--- config.mk ---
export PLATFORM = sky130hd
export DESIGN_NAME = onehot_enc_6to4_flat
export DESIGN_NICKNAME = d
export VERILOG_FILES = /design/src/rtl/onehot_enc_6to4_pkg.sv /design/src/rtl/onehot_enc_6to4_if.sv /design/src/rtl/onehot_enc_6to4_rr_pick6.sv /design/src/rtl/onehot_enc_6to4.sv /design/src/flat_wrapper.sv
export SDC_FILE = /design/constraint.sdc
export NUM_CORES = 1
export LEC_CHECK = 0
export ABC_CLOCK_PERIOD_IN_PS = 3600
export CAP_MARGIN = 20
export CORE_MARGIN = 5
export CORE_UTILIZATION = 50
export CTS_CLUSTER_SIZE = 28
export DETAILED_ROUTE_END_ITERATION = 8
export GPL_TIMING_DRIVEN = 0
export PLACE_DENSITY_LB_ADDON = 0.05
export SLEW_MARGIN = 10
export SYNTH_ARGS = -nofsm -noshare
export SYNTH_HDL_FRONTEND = slang
export SYNTH_SLANG_ARGS = --single-unit
export TNS_END_PERCENT = 5
--- constraint.sdc ---
create_clock -name clk -period 3.6 [get_ports clk]
set_clock_uncertainty 0.2 [all_clocks]
set_input_delay 0.36 -clock clk [delete_from_list [all_inputs] [get_ports clk]]
set_output_delay 0.36 -clock clk [all_outputs]
set_load 0.01 [all_outputs]
--- src/rtl/onehot_enc_6to4_pkg.sv ---
// Shared constants and helpers for the 6-line event encoder.
// Codes 0..5 map one-to-one onto request lines; the idle code is zero.
package enc_pkg;

  localparam int N_LINES = 6;
  localparam int CODE_W  = 4;

  localparam logic [CODE_W-1:0] CODE_IDLE = '0;

  // Round-robin successor of a line index, wrapping 5 -> 0.
  function automatic logic [2:0] wrap_inc(input logic [2:0] idx);
    return (idx == 3'd5) ? 3'd0 : idx + 3'd1;
  endfunction

endpackage

--- src/rtl/onehot_enc_6to4_if.sv ---
// Code stream handshake: the encoder drives code/code_valid, the consumer drives code_ready.
// A code transfers on every rising edge where code_valid and code_ready are both high.
interface onehot_enc_6to4_if;
  import enc_pkg::*;

  logic [CODE_W-1:0] code;
  logic              code_valid;
  logic              code_ready;

  modport master (output code, output code_valid, input code_ready);
  modport slave  (input code, input code_valid, output code_ready);

endinterface

--- src/rtl/onehot_enc_6to4_rr_pick6.sv ---
// Combinational round-robin picker over six pending bits.
// Returns the first set bit at or above ptr, wrapping 5 -> 0.
module rr_pick6
  import enc_pkg::*;
(
  input  logic [N_LINES-1:0] pending,
  input  logic [2:0]         ptr,
  output logic               any,
  output logic [2:0]         idx,
  output logic [N_LINES-1:0] grant_mask
);

  logic [3:0] pos;

  always_comb begin
    any = 1'b0;
    idx = 3'd0;
    pos = 4'd0;
    for (int i = 0; i < N_LINES; i++) begin
      pos = {1'b0, ptr} + 4'(i);
      if (pos >= 4'd6) pos = pos - 4'd6;
      if (!any && pending[pos[2:0]]) begin
        any = 1'b1;
        idx = pos[2:0];
      end
    end
  end

  assign grant_mask = any ? (N_LINES'(1) << idx) : '0;

endmodule

--- src/rtl/onehot_enc_6to4.sv ---
// Six-line event encoder: sticky pending bits, round-robin grant, one code per handshake.
// Merged re-requests raise the sticky ovf flag; pending is exported for debug.
module onehot_enc_6to4
  import enc_pkg::*;
(
  input  logic                 clk,
  input  logic                 rst_n,
  input  logic                 en,
  input  logic [N_LINES-1:0]   req,
  input  logic                 clr_ovf,
  output logic [N_LINES-1:0]   pending,
  output logic                 ovf,
  onehot_enc_6to4_if.master    bus
);

  logic [2:0]         ptr;
  logic               pick_any;
  logic [2:0]         pick_idx;
  logic [N_LINES-1:0] pick_mask;

  logic               slot_free;
  logic               grant;
  logic [N_LINES-1:0] clear_mask;
  logic [N_LINES-1:0] pending_next;
  logic               ovf_set;

  rr_pick6 u_pick (
    .pending    (pending),
    .ptr        (ptr),
    .any        (pick_any),
    .idx        (pick_idx),
    .grant_mask (pick_mask)
  );

  // Slot is free when empty or being drained this cycle.
  always_comb begin
    slot_free    = !bus.code_valid || bus.code_ready;
    grant        = slot_free && en && pick_any;
    clear_mask   = grant ? pick_mask : '0;
    pending_next = pending;
    ovf_set      = 1'b0;
    if (en) begin
      pending_next = (pending & ~clear_mask) | req;
      // A re-request on the bit being granted is a fresh event, not an overflow.
      ovf_set      = |(req & pending & ~clear_mask);
    end
  end

  always_ff @(posedge clk or negedge rst_n) begin
    if (!rst_n) begin
      pending        <= '0;
      ptr            <= 3'd0;
      ovf            <= 1'b0;
      bus.code       <= CODE_IDLE;
      bus.code_valid <= 1'b0;
    end else begin
      pending <= pending_next;
      if (ovf_set)      ovf <= 1'b1;
      else if (clr_ovf) ovf <= 1'b0;
      if (grant) ptr <= wrap_inc(pick_idx);
      if (slot_free) begin
        if (grant) begin
          bus.code       <= {1'b0, pick_idx};
          bus.code_valid <= 1'b1;
        end else begin
          bus.code       <= CODE_IDLE;
          bus.code_valid <= 1'b0;
        end
      end
    end
  end

endmodule

--- src/flat_wrapper.sv ---
// flat-port wrapper written by rule: the top's interface ports become plain ports
module onehot_enc_6to4_flat import enc_pkg::*;
  (clk, rst_n, en, req, clr_ovf, pending, ovf, bus_code, bus_code_valid, bus_code_ready);
  onehot_enc_6to4_if bus_i ();
  input  logic clk;
  input  logic rst_n;
  input  logic en;
  input  logic [N_LINES-1:0] req;
  input  logic clr_ovf;
  output logic [N_LINES-1:0] pending;
  output logic ovf;
  output wire logic [$bits(bus_i.code)-1:0] bus_code;
  output wire logic [$bits(bus_i.code_valid)-1:0] bus_code_valid;
  input wire logic [$bits(bus_i.code_ready)-1:0] bus_code_ready;
  assign bus_code = bus_i.code;
  assign bus_code_valid = bus_i.code_valid;
  assign bus_i.code_ready = bus_code_ready;
  onehot_enc_6to4 u_core (.clk(clk), .rst_n(rst_n), .en(en), .req(req), .clr_ovf(clr_ovf), .pending(pending), .ovf(ovf), .bus(bus_i));
endmodule
* Word-level counts from Yosys, hierarchy flattened
Cells that the tools add are included.
Storage, ports and cells: register bits after elaboration 15, output and inout bits 12, word-level logic and storage cells 90, input bits 11
Operators by class: bitwise gates (word level) 5, add/sub/neg operators 12, magnitude comparators 12, shift-type cells 1, reductions and logical operators 16, mux-type cells 38, eq/ne operators 1
Operator list (number):
- $mux W3 | 14
- $lt A3 B4 Y1 const B | 6
- $ge A4 B3 Y1 const B | 5
- $and A6 B6 Y6 | 3
- $bmux W1 S3 | 6
- $sub A3 B3 Y3 const B | 6
- $mux W1 | 16
- $mux W6 | 2
- $add A3 B2 Y4 const B | 2
- $add A3 B3 Y4 const B | 2
- $logic_and A1 B1 Y1 | 7
- $logic_not A1 Y1 | 6
- $not A6 Y6 | 1
- $or A6 B6 Y6 | 1
- $reduce_or A6 Y1 | 1
- $shl A1 B3 Y6 const A | 1
- $add A3 B1 Y4 const B | 1
- $add A3 B1 Y3 const B | 1
- $eq A3 B3 Y1 const B | 1
- $ge A3 B3 Y1 const B | 1
- $reduce_bool A2 Y1 | 1
- $logic_or A1 B1 Y1 | 1

* Longest topological paths before layout
Gate-level depths: netlist of run 1.
word-level depth 28, gate-level depth with buffers 15, depth with buffers taken out 13

* Cells and area by module
Synthesis of run 1 repeated with hierarchy kept, for this count alone.
Unflattened totals: cell total of the unflattened synthesis 188, area, all modules 1649.1 um^2
Modules (own cells, without submodules):
- rr_pick6 | cells each 126, times used 1, sequential area each 0.0 um^2, area each 979.7 um^2
- onehot_enc_6to4 | cells each 62, times used 1, sequential area each 350.3 um^2, area each 669.4 um^2

* Least setup slack after synthesis of run 1
No wires, ideal clock.
path kind register to register, from reg u_core.ptr[0], to reg u_core.ovf, cell stages (with the launch flop) 15, arrival 3.674 ns, buffers on the path 3, required time 3.274 ns, clock period less this slack 4.000 ns, setup time 0.126 ns, slack -0.400 ns, cell sequence dfrtp_1 > buf_6 > buf_6 > inv_1 > ha_1 > nor2b_1 > or4_4 > o211a_1 > or2_4 > or3_4 > o32a_1 > buf_6 > o311a_1 > o41a_1 > a221o_1
On the way: longest elaborated chain between the ends 28, elaborated cells on any way between the ends 67, classes of those cells 11 x add/sub; 6 x order compare; 1 x shift; 34 x mux; 2 x bitwise; 13 x reduce/logical
Ends and longest elaborated chain:
- start, declared | line onehot_enc_6to4.sv:16 | logic [2:0] ptr;
- start signal, assigned | line onehot_enc_6to4.sv:60 | if (grant) ptr <= wrap_inc(pick_idx);
- parallel branches: the longest is 22 deep, another holds $add A3 B1 Y4
- $mux W6 * | line onehot_enc_6to4.sv:39 | clear_mask = grant ? pick_mask : '0;
- $not A6 Y6 * | line onehot_enc_6to4.sv:45 | ovf_set = |(req & pending & ~clear_mask);
- $and A6 B6 Y6 * | line onehot_enc_6to4.sv:45
- $reduce_or A6 Y1 * | line onehot_enc_6to4.sv:45
- $mux W1 * | line onehot_enc_6to4.sv:42 | if (en) begin
- $mux W1 or $reduce_bool A2 Y1 (tied branches)
- end signal, assigned | line onehot_enc_6to4.sv:53 | ovf <= 1'b0;
- end signal, assigned | line onehot_enc_6to4.sv:58 | if (ovf_set) ovf <= 1'b1;
- end signal, assigned | line onehot_enc_6to4.sv:59 | else if (clr_ovf) ovf <= 1'b0;
- end, declared | line onehot_enc_6to4.sv:12 | output logic ovf,
Mark *: on every way between the ends. The select of a mux whose other input is x is not followed. A chain may end at the register's enable or synchronous reset.

* Worst setup path after layout of run 1
from reg u_core.ptr[1], to reg u_core.ovf
Same word-level chain as after synthesis.

==> impl_results.html, run 1 <==
<table>
<tr><th>Metric</th><th>Value</th></tr>
<tr><th colspan="2">Outcome</th></tr>
<tr><td>Outcome</td><td>finished with violations</td></tr>
<tr><td>Violated checks</td><td>negative setup slack</td></tr>
<tr><th colspan="2">Yosys</th></tr>
<tr><td>Most frequent cell after synthesis</td><td>sky130_fd_sc_hd__nand2_1</td></tr>
<tr><td>Post-Syn Area per Cell</td><td>8.086 sq um</td></tr>
<tr><td>Ranking of synthesized cells by area</td><td>sky130_fd_sc_hd__dfrtp_1 22%, sky130_fd_sc_hd__nand2_1 7.4%, sky130_fd_sc_hd__ha_1 6.9%, sky130_fd_sc_hd__o21ai_0 4.3%, sky130_fd_sc_hd__mux2i_1 3.7%</td></tr>
<tr><td>Cell type contributing the most total cell area after synthesis</td><td>sky130_fd_sc_hd__dfrtp_1</td></tr>
<tr><td>Synthesized netlist cell count</td><td>201</td></tr>
<tr><td>Number of distinct library cells after synthesis</td><td>60</td></tr>
<tr><td>Most frequent cells after synthesis</td><td>32 x sky130_fd_sc_hd__nand2_1, 14 x sky130_fd_sc_hd__dfrtp_1, 14 x sky130_fd_sc_hd__o21ai_0</td></tr>
<tr><td>Yosys warnings</td><td>0</td></tr>
<tr><td>Number of enable-type register cells in the synthesized netlist</td><td>0</td></tr>
<tr><td>Share of Yosys cell area claimed by the top area cell type</td><td>21.56%</td></tr>
<tr><td>Share of synthesized registers carrying an async set or reset</td><td>100.0%</td></tr>
<tr><td>Part of the Yosys area used for sequential elements</td><td>21.56%</td></tr>
<tr><td>Seq cells post-synth</td><td>14</td></tr>
<tr><td>Most used flip-flop cell after synthesis</td><td>sky130_fd_sc_hd__dfrtp_1</td></tr>
<tr><td>Syn nets</td><td>221</td></tr>
<tr><td>Cell area after synthesis</td><td>1625 sq um</td></tr>
<tr><th colspan="2">Worst hold path</th></tr>
<tr><td>Class of the worst hold path</td><td>primary input to async pin</td></tr>
<tr><th colspan="2">Worst setup path</th></tr>
<tr><td>Startpoint type of the worst setup path</td><td>register</td></tr>
<tr><td>Slowest library cell on the worst path</td><td>sky130_fd_sc_hd__or4_4</td></tr>
<tr><td>Largest stage delay on the critical path</td><td>0.50 ns</td></tr>
<tr><td>Setup Crit Path Kind</td><td>register to register</td></tr>
<tr><td>Crit path depth</td><td>12</td></tr>
<tr><td>Critical path's top delay family</td><td>compound AO/OA/AOI/OAI gates</td></tr>
<tr><td>RR Startpoint</td><td>u_core.ptr[1]</td></tr>
<tr><td>Arrival time at the worst endpoint</td><td>3.96 ns</td></tr>
<tr><td>CP Capture Point</td><td>u_core.ovf</td></tr>
<tr><td>Launch point of the worst path</td><td>u_core.ptr[1]</td></tr>
<tr><td>Largest driver fanout on the critical path</td><td>6</td></tr>
<tr><td>Kind of end point of the critical path</td><td>register</td></tr>
<tr><td>Critical path buffer and inverter count</td><td>2</td></tr>
<tr><td>R2R Path End</td><td>u_core.ovf</td></tr>
<tr><td>Required time worst endpoint</td><td>3.57 ns</td></tr>
<tr><td>Depth of the most critical reg-to-reg path</td><td>12</td></tr>
<tr><td>Cells traversed along the worst timing path</td><td>clkinvlp_4 -&gt; ha_4 -&gt; nor2b_4 -&gt; or4_4 -&gt; o211a_1 -&gt; or2_4 -&gt; or3_4 -&gt; o32a_1 -&gt; buf_6 -&gt; o311a_1 -&gt; o41a_1 -&gt; a221o_1</td></tr>
<tr><td>Worst reg2reg setup slack</td><td>-0.39 ns</td></tr>
<tr><th colspan="2">Layout</th></tr>
<tr><td>Ant diodes</td><td>0</td></tr>
<tr><td>Fraction of final layout cells sized beyond drive strength 1</td><td>32.40%</td></tr>
<tr><td>Net total in the final layout</td><td>271</td></tr>
<tr><td>Area grow syn2layout</td><td>45.03%</td></tr>
<tr><td>Fillers</td><td>227</td></tr>
<tr><th colspan="2">Routing</th></tr>
<tr><td>1st-iter DRT viols</td><td>253</td></tr>
<tr><td>Count of unresolved DRC violations after routing</td><td>0</td></tr>
<tr><td>Routed via count</td><td>1895</td></tr>
<tr><td>Average wire per cell in the routed design</td><td>18.24 um</td></tr>
<tr><td>First-pass DRT Iterations</td><td>5</td></tr>
<tr><td>Total wirelength of the detailed-routed design</td><td>5.362 mm</td></tr>
<tr><td>Average vias per placed instance</td><td>6.446</td></tr>
<tr><td>DRT antenna net count</td><td>0</td></tr>
<tr><th colspan="2">Clock network</th></tr>
<tr><td>Cell at the root of the clock tree</td><td>sky130_fd_sc_hd__clkbuf_4</td></tr>
<tr><td>Worst-case clock buffer depth</td><td>2</td></tr>
<tr><td>Inserted Clock Buffers</td><td>3</td></tr>
<tr><td>Clock sink count</td><td>14</td></tr>
<tr><td>Number of levels in the clock H-tree</td><td>1</td></tr>
<tr><td>Clk slew on worst S/H paths</td><td>0.09 ns</td></tr>
<tr><td>TritonCTS clock tree</td><td>yes</td></tr>
<tr><td>Hold bufs inserted after CTS</td><td>0</td></tr>
<tr><td>Worst-Skew Late Latency</td><td>0.29 ns</td></tr>
<tr><th colspan="2">STA</th></tr>
<tr><td>Highest clock rate</td><td>0.2509 GHz</td></tr>
<tr><td>Final Hold Fails</td><td>0</td></tr>
<tr><td>Hold Worst Slack</td><td>0.2747 ns</td></tr>
<tr><td>Clock period minus worst slack</td><td>3.986 ns</td></tr>
<tr><td>Unrepaired setup endpoints after global routing</td><td>yes</td></tr>
<tr><td>Number of slew-limit violations in the final report</td><td>0</td></tr>
<tr><td>Slew at the pin closest to its max-slew limit</td><td>0.6822 ns</td></tr>
<tr><td>Worst setup slack after layout</td><td>-0.3862 ns</td></tr>
<tr><td>Worst relative slew slack</td><td>54.38%</td></tr>
<tr><td>Final worst-path cycle share</td><td>110.7%</td></tr>
<tr><td>Final number of setup-violating endpoints</td><td>4</td></tr>
<tr><th colspan="2">Floorplan</th></tr>
<tr><td>Die Ht</td><td>67.02 um</td></tr>
<tr><td>Cell Rows</td><td>20</td></tr>
<tr><td>Initial core utilization</td><td>52.80%</td></tr>
<tr><td>Top-level I/O count</td><td>23</td></tr>
<tr><td>Total Die Area</td><td>4491 sq um</td></tr>
<tr><td>Core Box Area</td><td>3078 sq um</td></tr>
<tr><td>Chip width</td><td>67.02 um</td></tr>
<tr><th colspan="2">Global routing</th></tr>
<tr><td>Pin count of the biggest net entering global routing</td><td>15</td></tr>
<tr><td>Via count of the first global-routing pass</td><td>1754</td></tr>
<tr><td>Number of antenna violations at the first check in global routing</td><td>0</td></tr>
<tr><td>Total congestion overflow</td><td>0</td></tr>
<tr><td>Global-route total usage across every layer</td><td>25.78%</td></tr>
<tr><td>First-pass GRT wire length</td><td>8.818 mm</td></tr>
<tr><th colspan="2">Placed design</th></tr>
<tr><td>Sum of net half-perimeters after detailed placement</td><td>3.531 mm</td></tr>
<tr><td>IO Port Bufs</td><td>21</td></tr>
<tr><td>Worst setup timing slack at the placement stage</td><td>-0.7747 ns</td></tr>
<tr><td>Final weighted congestion in routability-driven placement</td><td>0.9662</td></tr>
<tr><th colspan="2">Run</th></tr>
<tr><td>Number of violations of the max-capacitance limit</td><td>0</td></tr>
</table>
## registers in the layout, indices dropped and copies added, names as in the netlist
register               cells
u_core.bus.code_valid      1
u_core.ovf                 1
u_core.pending             6
u_core.ptr                 3
u_core.bus.code            3
## routing by layer
metal / global-route usage (%) / up-vias / share of wire, %
met1: 35.86 / 923 / 42
met4: 2.532 / 0 / 0.63
met3: 4.216 / 6 / 8.8
met5: 0 / - / 0
li1: - / 856 / -
met2: 42.94 / 110 / 49
## worst register-to-register path, delay by kind of cell, from the launching register on
kind,cells,cell delay [ns]
AOI/OAI and AO/OA,5,1.44
and+or+nand+nor,4,1.18
buffers and inverters,2,0.32
DFF,1,0.40
adders and majority gates,1,0.32
## worst min path at each step
stage,from,end,cells after the start
floorplan,rst_n,u_core.bus.code[0],0
global route,rst_n,u_core.bus.code[2],1
finish,rst_n,u_core.bus.code[2],1
global placement,u_core.bus.code[2],u_core.bus.code[2],1
CTS,rst_n,u_core.bus.code[2],1
detailed placement,u_core.bus.code[2],u_core.bus.code[2],1
## kinds of logic after synthesis
family                   after synthesis  synth area share (%)
flip-flops                            14                 21.56
AND/OR/NAND/NOR                       88                 28.41
adder cells (fa/ha/maj)                9                 6.929
other                                  1                0.2307
XOR/XNOR                               5                 2.694
buffers and inverters                 15                 5.697
AO/OA/AOI/OAI                         60                 27.64
multiplexers                           9                 6.852
## placed cells by master, fill, tap and decap left out, types with 3 or more instances in the layout
cell type,netlist,layout
sky130_fd_sc_hd__o31ai_1,6,4
sky130_fd_sc_hd__clkdlybuf4s50_1,0,21
sky130_fd_sc_hd__clkbuf_4,0,3
sky130_fd_sc_hd__xnor2_2,0,3
sky130_fd_sc_hd__ha_1,9,4
sky130_fd_sc_hd__a211oi_1,5,3
sky130_fd_sc_hd__and2_1,3,3
sky130_fd_sc_hd__nand3_1,5,4
sky130_fd_sc_hd__buf_4,1,27
sky130_fd_sc_hd__nand2b_1,6,4
sky130_fd_sc_hd__o211a_1,3,3
sky130_fd_sc_hd__buf_6,4,3
sky130_fd_sc_hd__o21ai_0,14,12
sky130_fd_sc_hd__inv_1,5,3
sky130_fd_sc_hd__nor2b_1,6,5
sky130_fd_sc_hd__dfrtp_1,14,13
sky130_fd_sc_hd__nand2_1,32,32
sky130_fd_sc_hd__nor3_1,7,7
sky130_fd_sc_hd__ha_4,0,3
sky130_fd_sc_hd__mux2i_1,6,5
sky130_fd_sc_hd__nor2_1,11,11
sky130_fd_sc_hd__a21oi_1,3,3
## per-stage QoR
step / utilization (%) / std cells / setup TNS, ns / cell area [sq um]
4_1_cts: 71.18 / 286 / -0.8971 / 2191
3_3_place_gp: 62.20 / 266 / -3.287 / 1914
5_1_grt: 76.59 / 294 / -1.573 / 2357
2_1_floorplan: - / 201 / -0.3234 / 1649
6_report: 76.59 / 294 / -0.5573 / 2357
3_5_place_dp: 62.20 / 266 / -3.797 / 1914
## repair_timing
item | 4_1_cts | 5_1_grt
buffers inserted | 16 | 8
gates cloned | 0 | 0
setup endpoints to repair | 13 | 12
gates resized for setup | 23 | 26
pin swaps | 7 | 9
## layout make-up
| type | instances | area, sq um | share of cell area [%] |
|---|---|---|---|
| multi-input combinational | 172 | 1411 | 59.87 |
| sequential | 14 | 351.6 | 14.92 |
| inverter | 5 | 27.53 | 1.168 |
| buffer | 10 | 85.08 | 3.609 |
| tap | 44 | 55.05 | 2.335 |
| clock buffer | 4 | 36.28 | 1.539 |
| timing repair buffer | 45 | 390.4 | 16.56 |
Power of run 1 is not shown: default switching activity piles up to over one toggle a cycle in this logic, so the estimate is an artifact.
==> run 2: changes to the inputs <==
--- a/config.mk
+++ b/config.mk
@@ -12,6 +12,7 @@
 export CTS_CLUSTER_SIZE = 28
 export DETAILED_ROUTE_END_ITERATION = 8
 export GPL_TIMING_DRIVEN = 0
+export MAX_ROUTING_LAYER = met4
 export PLACE_DENSITY_LB_ADDON = 0.05
 export SLEW_MARGIN = 10
 export SYNTH_ARGS = -nofsm -noshare
==> run 2 against run 1 <==
  * The flow still finishes with violations (negative setup slack)
  * Utilization decreased by 0.65 points
  * Critical path type unchanged
  * Worst hold slack worse by 0.010 ns
  * Final area fell by 0.85%
  * Clock-buffer cell count is the same
  * Critical endpoint unchanged
  * Global-route usage down 1.5 points
  * Die area unchanged
  * Flip-flop and latch count did not move
==> impl_results.html, run 2 (synthesis results as in run 1) <==
<table>
<tr><th>Metric</th><th>Value</th></tr>
<tr><th colspan="2">Placed design</th></tr>
<tr><td>IO Port Bufs</td><td>21 (unchanged)</td></tr>
<tr><td>Sum of net half-perimeters after detailed placement</td><td>3.432 mm (-2.8%)</td></tr>
<tr><td>Final weighted congestion in routability-driven placement</td><td>0.9260 (-4.2%)</td></tr>
<tr><th colspan="2">Routing</th></tr>
<tr><td>DRT antenna net count</td><td>0 (unchanged)</td></tr>
<tr><td>Total wirelength of the detailed-routed design</td><td>5.317 mm (-0.84%)</td></tr>
<tr><td>1st-iter DRT viols</td><td>183 (-28%)</td></tr>
<tr><td>Count of unresolved DRC violations after routing</td><td>0 (unchanged)</td></tr>
<tr><td>First-pass DRT Iterations</td><td>5 (unchanged)</td></tr>
<tr><td>Average wire per cell in the routed design</td><td>18.53 um (+1.6%)</td></tr>
<tr><td>Routed via count</td><td>1831 (-3.4%)</td></tr>
<tr><td>Average vias per placed instance</td><td>6.380 (-1.0%)</td></tr>
<tr><th colspan="2">Worst hold path</th></tr>
<tr><td>Class of the worst hold path</td><td>primary input to async pin</td></tr>
<tr><th colspan="2">STA</th></tr>
<tr><td>Sum of negative setup slack</td><td>-0.2449 ns (+0.3124 ns)</td></tr>
<tr><td>Final Hold Fails</td><td>0 (unchanged)</td></tr>
<tr><td>Unrepaired setup endpoints after global routing</td><td>yes</td></tr>
<tr><td>Highest clock rate</td><td>0.2601 GHz (+3.7%)</td></tr>
<tr><td>Final number of setup-violating endpoints</td><td>1 (-3)</td></tr>
<tr><td>Worst relative slew slack</td><td>56.02% (+1.6 points)</td></tr>
<tr><td>Clock period minus worst slack</td><td>3.845 ns (-0.1413 ns)</td></tr>
<tr><td>Final worst-path cycle share</td><td>106.8% (-3.9 points)</td></tr>
<tr><td>Number of slew-limit violations in the final report</td><td>0 (unchanged)</td></tr>
<tr><td>Worst setup slack after layout</td><td>-0.2449 ns (+0.1413 ns)</td></tr>
<tr><td>Slew at the pin closest to its max-slew limit</td><td>0.6576 ns (-0.02460 ns)</td></tr>
<tr><th colspan="2">Worst setup path</th></tr>
<tr><td>Worst reg2reg setup slack</td><td>-0.24 ns (+0.14 ns)</td></tr>
<tr><td>Slowest library cell on the worst path</td><td>sky130_fd_sc_hd__or4_4</td></tr>
<tr><td>Largest stage delay on the critical path</td><td>0.58 ns (+0.08 ns)</td></tr>
<tr><td>CP Capture Point</td><td>u_core.ovf</td></tr>
<tr><td>R2R Path End</td><td>u_core.ovf</td></tr>
<tr><td>Cells traversed along the worst timing path</td><td>buf_4 -&gt; buf_4 -&gt; ha_4 -&gt; nor2b_1 -&gt; and3_1 -&gt; or3b_1 -&gt; a32oi_2 -&gt; nor4_2 -&gt; or4_4 -&gt; o311a_1 -&gt; o41a_1 -&gt; a221o_1</td></tr>
<tr><td>Startpoint type of the worst setup path</td><td>register</td></tr>
<tr><td>Setup Crit Path Kind</td><td>register to register</td></tr>
<tr><td>Kind of end point of the critical path</td><td>register</td></tr>
<tr><td>Largest driver fanout on the critical path</td><td>5 (-1)</td></tr>
<tr><td>RR Startpoint</td><td>u_core.ptr[0]</td></tr>
<tr><td>Most numerous cell on the critical path</td><td>sky130_fd_sc_hd__buf_4</td></tr>
<tr><td>Depth of the most critical reg-to-reg path</td><td>12 (unchanged)</td></tr>
<tr><td>Required time worst endpoint</td><td>3.58 ns (about the same)</td></tr>
<tr><td>Arrival time at the worst endpoint</td><td>3.83 ns (-0.13 ns)</td></tr>
<tr><td>Launch point of the worst path</td><td>u_core.ptr[0]</td></tr>
<tr><th colspan="2">Floorplan</th></tr>
<tr><td>Total Die Area</td><td>4491 sq um (unchanged)</td></tr>
<tr><td>Cell Rows</td><td>20 (unchanged)</td></tr>
<tr><td>Core Box Area</td><td>3078 sq um (unchanged)</td></tr>
<tr><td>Chip width</td><td>67.02 um (unchanged)</td></tr>
<tr><td>Top-level I/O count</td><td>23 (unchanged)</td></tr>
<tr><td>Initial core utilization</td><td>52.80% (unchanged)</td></tr>
<tr><td>Die Ht</td><td>67.02 um (unchanged)</td></tr>
<tr><th colspan="2">Global routing</th></tr>
<tr><td>Total congestion overflow</td><td>0 (unchanged)</td></tr>
<tr><td>Pin count of the biggest net entering global routing</td><td>15 (unchanged)</td></tr>
<tr><td>First-pass GRT wire length</td><td>8.197 mm (-7.0%)</td></tr>
<tr><td>Number of antenna violations at the first check in global routing</td><td>0 (unchanged)</td></tr>
<tr><td>Global-route total usage across every layer</td><td>24.25% (-1.5 points)</td></tr>
<tr><td>Via count of the first global-routing pass</td><td>1708 (-2.6%)</td></tr>
<tr><th colspan="2">Layout</th></tr>
<tr><td>Largest register FFs</td><td>6 (unchanged)</td></tr>
<tr><td>Fraction of final layout cells sized beyond drive strength 1</td><td>31.69% (-0.71 points)</td></tr>
<tr><td>Largest registers</td><td>u_core.pending (6), u_core.bus.code (3), u_core.ptr (3)</td></tr>
<tr><td>Register name with the most flops</td><td>u_core.pending</td></tr>
<tr><td>Most used cells in the layout excluding fill and tap cells</td><td>32 x sky130_fd_sc_hd__nand2_1, 21 x sky130_fd_sc_hd__clkdlybuf4s50_1, 19 x sky130_fd_sc_hd__buf_4, 13 x sky130_fd_sc_hd__dfrtp_1, 12 x sky130_fd_sc_hd__o21ai_0</td></tr>
<tr><td>Ant diodes</td><td>0 (unchanged)</td></tr>
<tr><td>Area grow syn2layout</td><td>43.80%</td></tr>
<tr><td>Most common cell after layout, fill and taps aside</td><td>sky130_fd_sc_hd__nand2_1</td></tr>
<tr><td>Net total in the final layout</td><td>264 (-2.6%)</td></tr>
<tr><th colspan="2">Clock network</th></tr>
<tr><td>Clock sink count</td><td>14 (unchanged)</td></tr>
<tr><td>Number of levels in the clock H-tree</td><td>1 (unchanged)</td></tr>
<tr><td>Cell at the root of the clock tree</td><td>sky130_fd_sc_hd__clkbuf_4</td></tr>
<tr><td>Inserted Clock Buffers</td><td>3 (unchanged)</td></tr>
<tr><td>Worst-case clock buffer depth</td><td>2 (unchanged)</td></tr>
<tr><td>Worst-Skew Late Latency</td><td>0.29 ns (about the same)</td></tr>
<tr><td>Clk slew on worst S/H paths</td><td>0.10 ns (about the same)</td></tr>
<tr><td>TritonCTS clock tree</td><td>yes</td></tr>
<tr><th colspan="2">Outcome</th></tr>
<tr><td>Violated checks</td><td>negative setup slack</td></tr>
<tr><td>Outcome</td><td>finished with violations</td></tr>
<tr><th colspan="2">Run</th></tr>
<tr><td>Number of violations of the max-capacitance limit</td><td>0 (unchanged)</td></tr>
</table>
## run 2: final cells by class
type	count	area (sq um)
fillers	228	740.7
clock buffers	4	36.28
multi-input cells	172	1439
plain buffers	10	88.84
well taps	44	55.05
inverters	5	28.78
repair buffers	38	337.8
flip-flops and latches	14	351.6
## run 2: how the worst min path moves through the flow
stage	start	endpoint	slack, ns	depth (start not counted)
2_1_floorplan	rst_n	u_core.bus.code[0]	-0.14	0
3_3_place_gp	u_core.bus.code[2]	u_core.bus.code[2]	0.26	1
3_5_place_dp	u_core.bus.code[2]	u_core.bus.code[2]	0.27	1
4_1_cts	rst_n	u_core.pending[0]	0.29	1
5_1_grt	rst_n	u_core.pending[0]	0.31	1
6_report	rst_n	u_core.pending[0]	0.26	1
## run 2: per-stage QoR
stage,cell area (sq um),hold slack (ns),cells,utilization [%],setup WS [ns]
after global routing,2337,0.3135,287,75.94,-0.4268
after global placement,1914,0.2644,266,62.20,-0.7200
after floorplan,1649,-0.1356,201,-,-0.3234
final,2337,0.2644,287,75.94,-0.2449
after detailed placement,1914,0.2744,266,62.20,-0.8140
after CTS,2156,0.2877,279,70.04,-0.2113
## run 2: what timing repair did
item / CTS / global route
setup buffers: 9 / 8
pin swaps: 7 / 4
hold buffers: 0 / 0
endpoints found under the setup margin: 13 / 10
gates resized for setup: 32 / 22
hold endpoints to repair: 0 / 0
## run 2: critical path: cells and delay by family, from the launching register on
kind                     cells  cell delay (ns)
AO/OA/AOI/OAI                4             1.23
buffers and inverters        2             0.27
adder cells (fa/ha/maj)      1             0.18
AND/OR/NAND/NOR              5             1.43
flip-flops                   1             0.40
## run 2: metal layers
metal	vias to the layer above	part of all wire, %	global-route usage, %
met4	0	1.9	3.544
li1	854	-	-
met2	95	48	37.18
met1	870	41	33.09
met3	12	8.4	5.734
met5	-	0	-
Power of run 2 is left out for the same reason.
==> run 3: changes to the inputs <==
--- a/config.mk
+++ b/config.mk
@@ -6,11 +6,12 @@
 export NUM_CORES = 1
 export LEC_CHECK = 0
 export ABC_CLOCK_PERIOD_IN_PS = 3600
-export CAP_MARGIN = 20
+export CAP_MARGIN = 15
 export CORE_MARGIN = 5
 export CORE_UTILIZATION = 50
 export CTS_CLUSTER_SIZE = 28
 export DETAILED_ROUTE_END_ITERATION = 8
+export GPL_ROUTABILITY_DRIVEN = 0
 export GPL_TIMING_DRIVEN = 0
 export MAX_ROUTING_LAYER = met4
 export PLACE_DENSITY_LB_ADDON = 0.05
==> run 3 against run 2 <==
  * Via count grew 2.5%
  * Sequential share of layout area increased by 0.13 points
  * Largest cell class unchanged
  * The run still ends with negative setup slack left
  * Die area unchanged
  * Critical path depth decreased by 1
  * Critical endpoint unchanged
  * Register-to-register slack lost 0.09 ns
  * First-iteration DRC count up 11%
  * Global-route usage grew 1.4 points
  * Wire length up 0.13%
  * Cell count increased by 1.0%
==> impl_results.html, run 3 (synthesis results as in run 1) <==
<table>
<tr><th>Metric</th><th>Value</th></tr>
<tr><th colspan="2">Outcome</th></tr>
<tr><td>Outcome</td><td>finished with violations</td></tr>
<tr><td>Violated checks</td><td>negative setup slack</td></tr>
<tr><th colspan="2">Clock network</th></tr>
<tr><td>Number of levels in the clock H-tree</td><td>1 (unchanged)</td></tr>
<tr><td>Clk slew on worst S/H paths</td><td>0.09 ns (about the same)</td></tr>
<tr><td>Hold bufs inserted after CTS</td><td>0 (unchanged)</td></tr>
<tr><td>Clock sink count</td><td>14 (unchanged)</td></tr>
<tr><td>Cell at the root of the clock tree</td><td>sky130_fd_sc_hd__clkbuf_4</td></tr>
<tr><td>Worst-Skew Late Latency</td><td>0.29 ns (about the same)</td></tr>
<tr><td>Inserted Clock Buffers</td><td>3 (unchanged)</td></tr>
<tr><td>TritonCTS clock tree</td><td>yes</td></tr>
<tr><td>Worst-case clock buffer depth</td><td>2 (unchanged)</td></tr>
<tr><th colspan="2">Floorplan</th></tr>
<tr><td>Core Box Area</td><td>3078 sq um (unchanged)</td></tr>
<tr><td>Total Die Area</td><td>4491 sq um (unchanged)</td></tr>
<tr><td>Chip width</td><td>67.02 um (unchanged)</td></tr>
<tr><td>Top-level I/O count</td><td>23 (unchanged)</td></tr>
<tr><td>Cell Rows</td><td>20 (unchanged)</td></tr>
<tr><td>Initial core utilization</td><td>52.80% (unchanged)</td></tr>
<tr><td>Die Ht</td><td>67.02 um (unchanged)</td></tr>
<tr><th colspan="2">STA</th></tr>
<tr><td>Hold Worst Slack</td><td>0.2618 ns (-0.002654 ns)</td></tr>
<tr><td>Worst relative slew slack</td><td>56.14% (+0.12 points)</td></tr>
<tr><td>Slew at the pin closest to its max-slew limit</td><td>0.6559 ns (-0.001734 ns)</td></tr>
<tr><td>Final worst-path cycle share</td><td>109.3% (+2.5 points)</td></tr>
<tr><td>Final number of setup-violating endpoints</td><td>3 (+2)</td></tr>
<tr><td>Number of slew-limit violations in the final report</td><td>0 (unchanged)</td></tr>
<tr><td>Final Hold Fails</td><td>0 (unchanged)</td></tr>
<tr><td>Worst setup slack after layout</td><td>-0.3361 ns (-0.09123 ns)</td></tr>
<tr><td>Clock period minus worst slack</td><td>3.936 ns (+0.09123 ns)</td></tr>
<tr><td>Unrepaired setup endpoints after global routing</td><td>yes</td></tr>
<tr><td>Highest clock rate</td><td>0.2541 GHz (-2.3%)</td></tr>
<tr><th colspan="2">Global routing</th></tr>
<tr><td>Via count of the first global-routing pass</td><td>1769 (+3.6%)</td></tr>
<tr><td>Number of antenna violations at the first check in global routing</td><td>0 (unchanged)</td></tr>
<tr><td>Routing usage on met3</td><td>4.553% (-1.2 points)</td></tr>
<tr><td>First-pass GRT wire length</td><td>8.611 mm (+5.1%)</td></tr>
<tr><td>Global-route total usage across every layer</td><td>25.65% (+1.4 points)</td></tr>
<tr><td>Busiest layer in global routing</td><td>met2</td></tr>
<tr><td>Total congestion overflow</td><td>0 (unchanged)</td></tr>
<tr><td>Global Route met1 Usage</td><td>34.12% (+1.0 points)</td></tr>
<tr><td>Pin count of the biggest net entering global routing</td><td>15 (unchanged)</td></tr>
<tr><td>M2 GR Usage</td><td>39.88% (+2.7 points)</td></tr>
<tr><th colspan="2">Worst setup path</th></tr>
<tr><td>Worst reg2reg setup slack</td><td>-0.34 ns (-0.09 ns)</td></tr>
<tr><td>Required time worst endpoint</td><td>3.59 ns (about the same)</td></tr>
<tr><td>Largest driver fanout on the critical path</td><td>6 (+1)</td></tr>
<tr><td>R2R Path End</td><td>u_core.ovf</td></tr>
<tr><td>Largest stage delay on the critical path</td><td>0.59 ns (about the same)</td></tr>
<tr><td>Arrival time at the worst endpoint</td><td>3.92 ns (+0.09 ns)</td></tr>
<tr><td>RR Startpoint</td><td>u_core.ptr[1]</td></tr>
<tr><td>Kind of end point of the critical path</td><td>register</td></tr>
<tr><td>Slowest library cell on the worst path</td><td>sky130_fd_sc_hd__or4_4</td></tr>
<tr><td>Startpoint type of the worst setup path</td><td>register</td></tr>
<tr><td>Depth of the most critical reg-to-reg path</td><td>11 (-1)</td></tr>
<tr><td>Setup Crit Path Kind</td><td>register to register</td></tr>
<tr><td>Cells traversed along the worst timing path</td><td>buf_4 -&gt; ha_2 -&gt; nor2b_2 -&gt; and3_2 -&gt; or3b_1 -&gt; a32oi_2 -&gt; nor4_4 -&gt; or4_4 -&gt; o311a_1 -&gt; o41a_1 -&gt; a221o_1</td></tr>
<tr><th colspan="2">Layout</th></tr>
<tr><td>Most common cell after layout, fill and taps aside</td><td>sky130_fd_sc_hd__nand2_1</td></tr>
<tr><td>Fraction of final layout cells sized beyond drive strength 1</td><td>32.93% (+1.2 points)</td></tr>
<tr><td>Most used cells in the layout excluding fill and tap cells</td><td>32 x sky130_fd_sc_hd__nand2_1, 22 x sky130_fd_sc_hd__buf_4, 21 x sky130_fd_sc_hd__clkdlybuf4s50_1, 12 x sky130_fd_sc_hd__o21ai_0, 12 x sky130_fd_sc_hd__dfrtp_1</td></tr>
<tr><td>Largest register FFs</td><td>6 (unchanged)</td></tr>
<tr><td>Fillers</td><td>231 (+1.3%)</td></tr>
<tr><td>Area grow syn2layout</td><td>43.03%</td></tr>
<tr><td>Register name with the most flops</td><td>u_core.pending</td></tr>
<tr><td>Ant diodes</td><td>0 (unchanged)</td></tr>
<tr><td>Net total in the final layout</td><td>267 (+1.1%)</td></tr>
<tr><td>Filler-free cell count of the finished design</td><td>290 (+1.0%)</td></tr>
<tr><td>Final core utilization</td><td>75.53% (-0.41 points)</td></tr>
<tr><td>Largest registers</td><td>u_core.pending (6), u_core.bus.code (3), u_core.ptr (3)</td></tr>
<tr><th colspan="2">Placed design</th></tr>
<tr><td>IO Port Bufs</td><td>21 (unchanged)</td></tr>
<tr><td>Placed cell count</td><td>266 (unchanged)</td></tr>
<tr><td>Sum of net half-perimeters after detailed placement</td><td>3.493 mm (+1.8%)</td></tr>
<tr><th colspan="2">Run</th></tr>
<tr><td>Number of violations of the max-capacitance limit</td><td>0 (unchanged)</td></tr>
<tr><th colspan="2">Routing</th></tr>
<tr><td>Total wirelength of the detailed-routed design</td><td>5.324 mm (+0.13%)</td></tr>
<tr><td>1st-iter DRT viols</td><td>204 (+11%)</td></tr>
<tr><td>Routed via count</td><td>1876 (+2.5%)</td></tr>
<tr><td>DRT antenna net count</td><td>0 (unchanged)</td></tr>
<tr><td>First-pass DRT Iterations</td><td>5 (unchanged)</td></tr>
<tr><td>Count of unresolved DRC violations after routing</td><td>0 (unchanged)</td></tr>
<tr><td>Average wire per cell in the routed design</td><td>18.36 um (-0.90%)</td></tr>
<tr><td>Average vias per placed instance</td><td>6.469 (+1.4%)</td></tr>
<tr><th colspan="2">Worst hold path</th></tr>
<tr><td>Class of the worst hold path</td><td>primary input to async pin</td></tr>
</table>
[run 3: how the worst max path moves through the flow]
| stage | startpoint | depth (start not counted) | endpoint |
|---|---|---|---|
| after floorplan | u_core.ptr[0] | 14 | u_core.ovf |
| final | u_core.ptr[1] | 11 | u_core.ovf |
| after global placement | u_core.ptr[0] | 12 | u_core.ovf |
| after CTS | u_core.ptr[0] | 14 | u_core.ovf |
| after global routing | u_core.ptr[1] | 11 | u_core.ovf |
| after detailed placement | u_core.ptr[0] | 12 | u_core.ovf |
[run 3: worst max-delay path, delay by kind of cell (launching register included)]
kind	cells	cell delay [ns]
fa+ha+maj	1	0.22
flops	1	0.46
buf+inv	1	0.19
compound gates	4	1.24
simple gates	5	1.51
[run 3: area by class of cell]
class / instances / area (sq um) / share of cell area, %
buffer: 10 / 85.08 / 3.660
multi-input combinational: 172 / 1419 / 61.03
clock buffer: 4 / 26.28 / 1.130
tap: 44 / 55.05 / 2.368
sequential: 14 / 352.8 / 15.18
timing repair buffer: 41 / 360.3 / 15.50
inverter: 5 / 26.28 / 1.130
[run 3: layer usage]
layer	vias to the layer above	routed length, um
met5	-	0
met3	10	438
met2	105	2574
li1	848	-
met1	913	2224
met4	0	87
[run 3: through the flow]
stage	setup TNS, ns	worst slack, ns	area [sq um]
global route	-1.273	-0.4143	2325
detailed placement	-4.969	-0.9113	1914
CTS	-0.4205	-0.2304	2161
finish	-0.5269	-0.3361	2325
global placement	-3.196	-0.7490	1914
floorplan	-0.3234	-0.3234	1649
[run 3: repair_timing]
action                     4_1_cts  5_1_grt
setup endpoints to repair       13       11
pin swaps                        6        6
gates resized for setup         32       21
cloned                           0        0
buffers inserted                10       10
Power of run 3 is left out for the same reason.
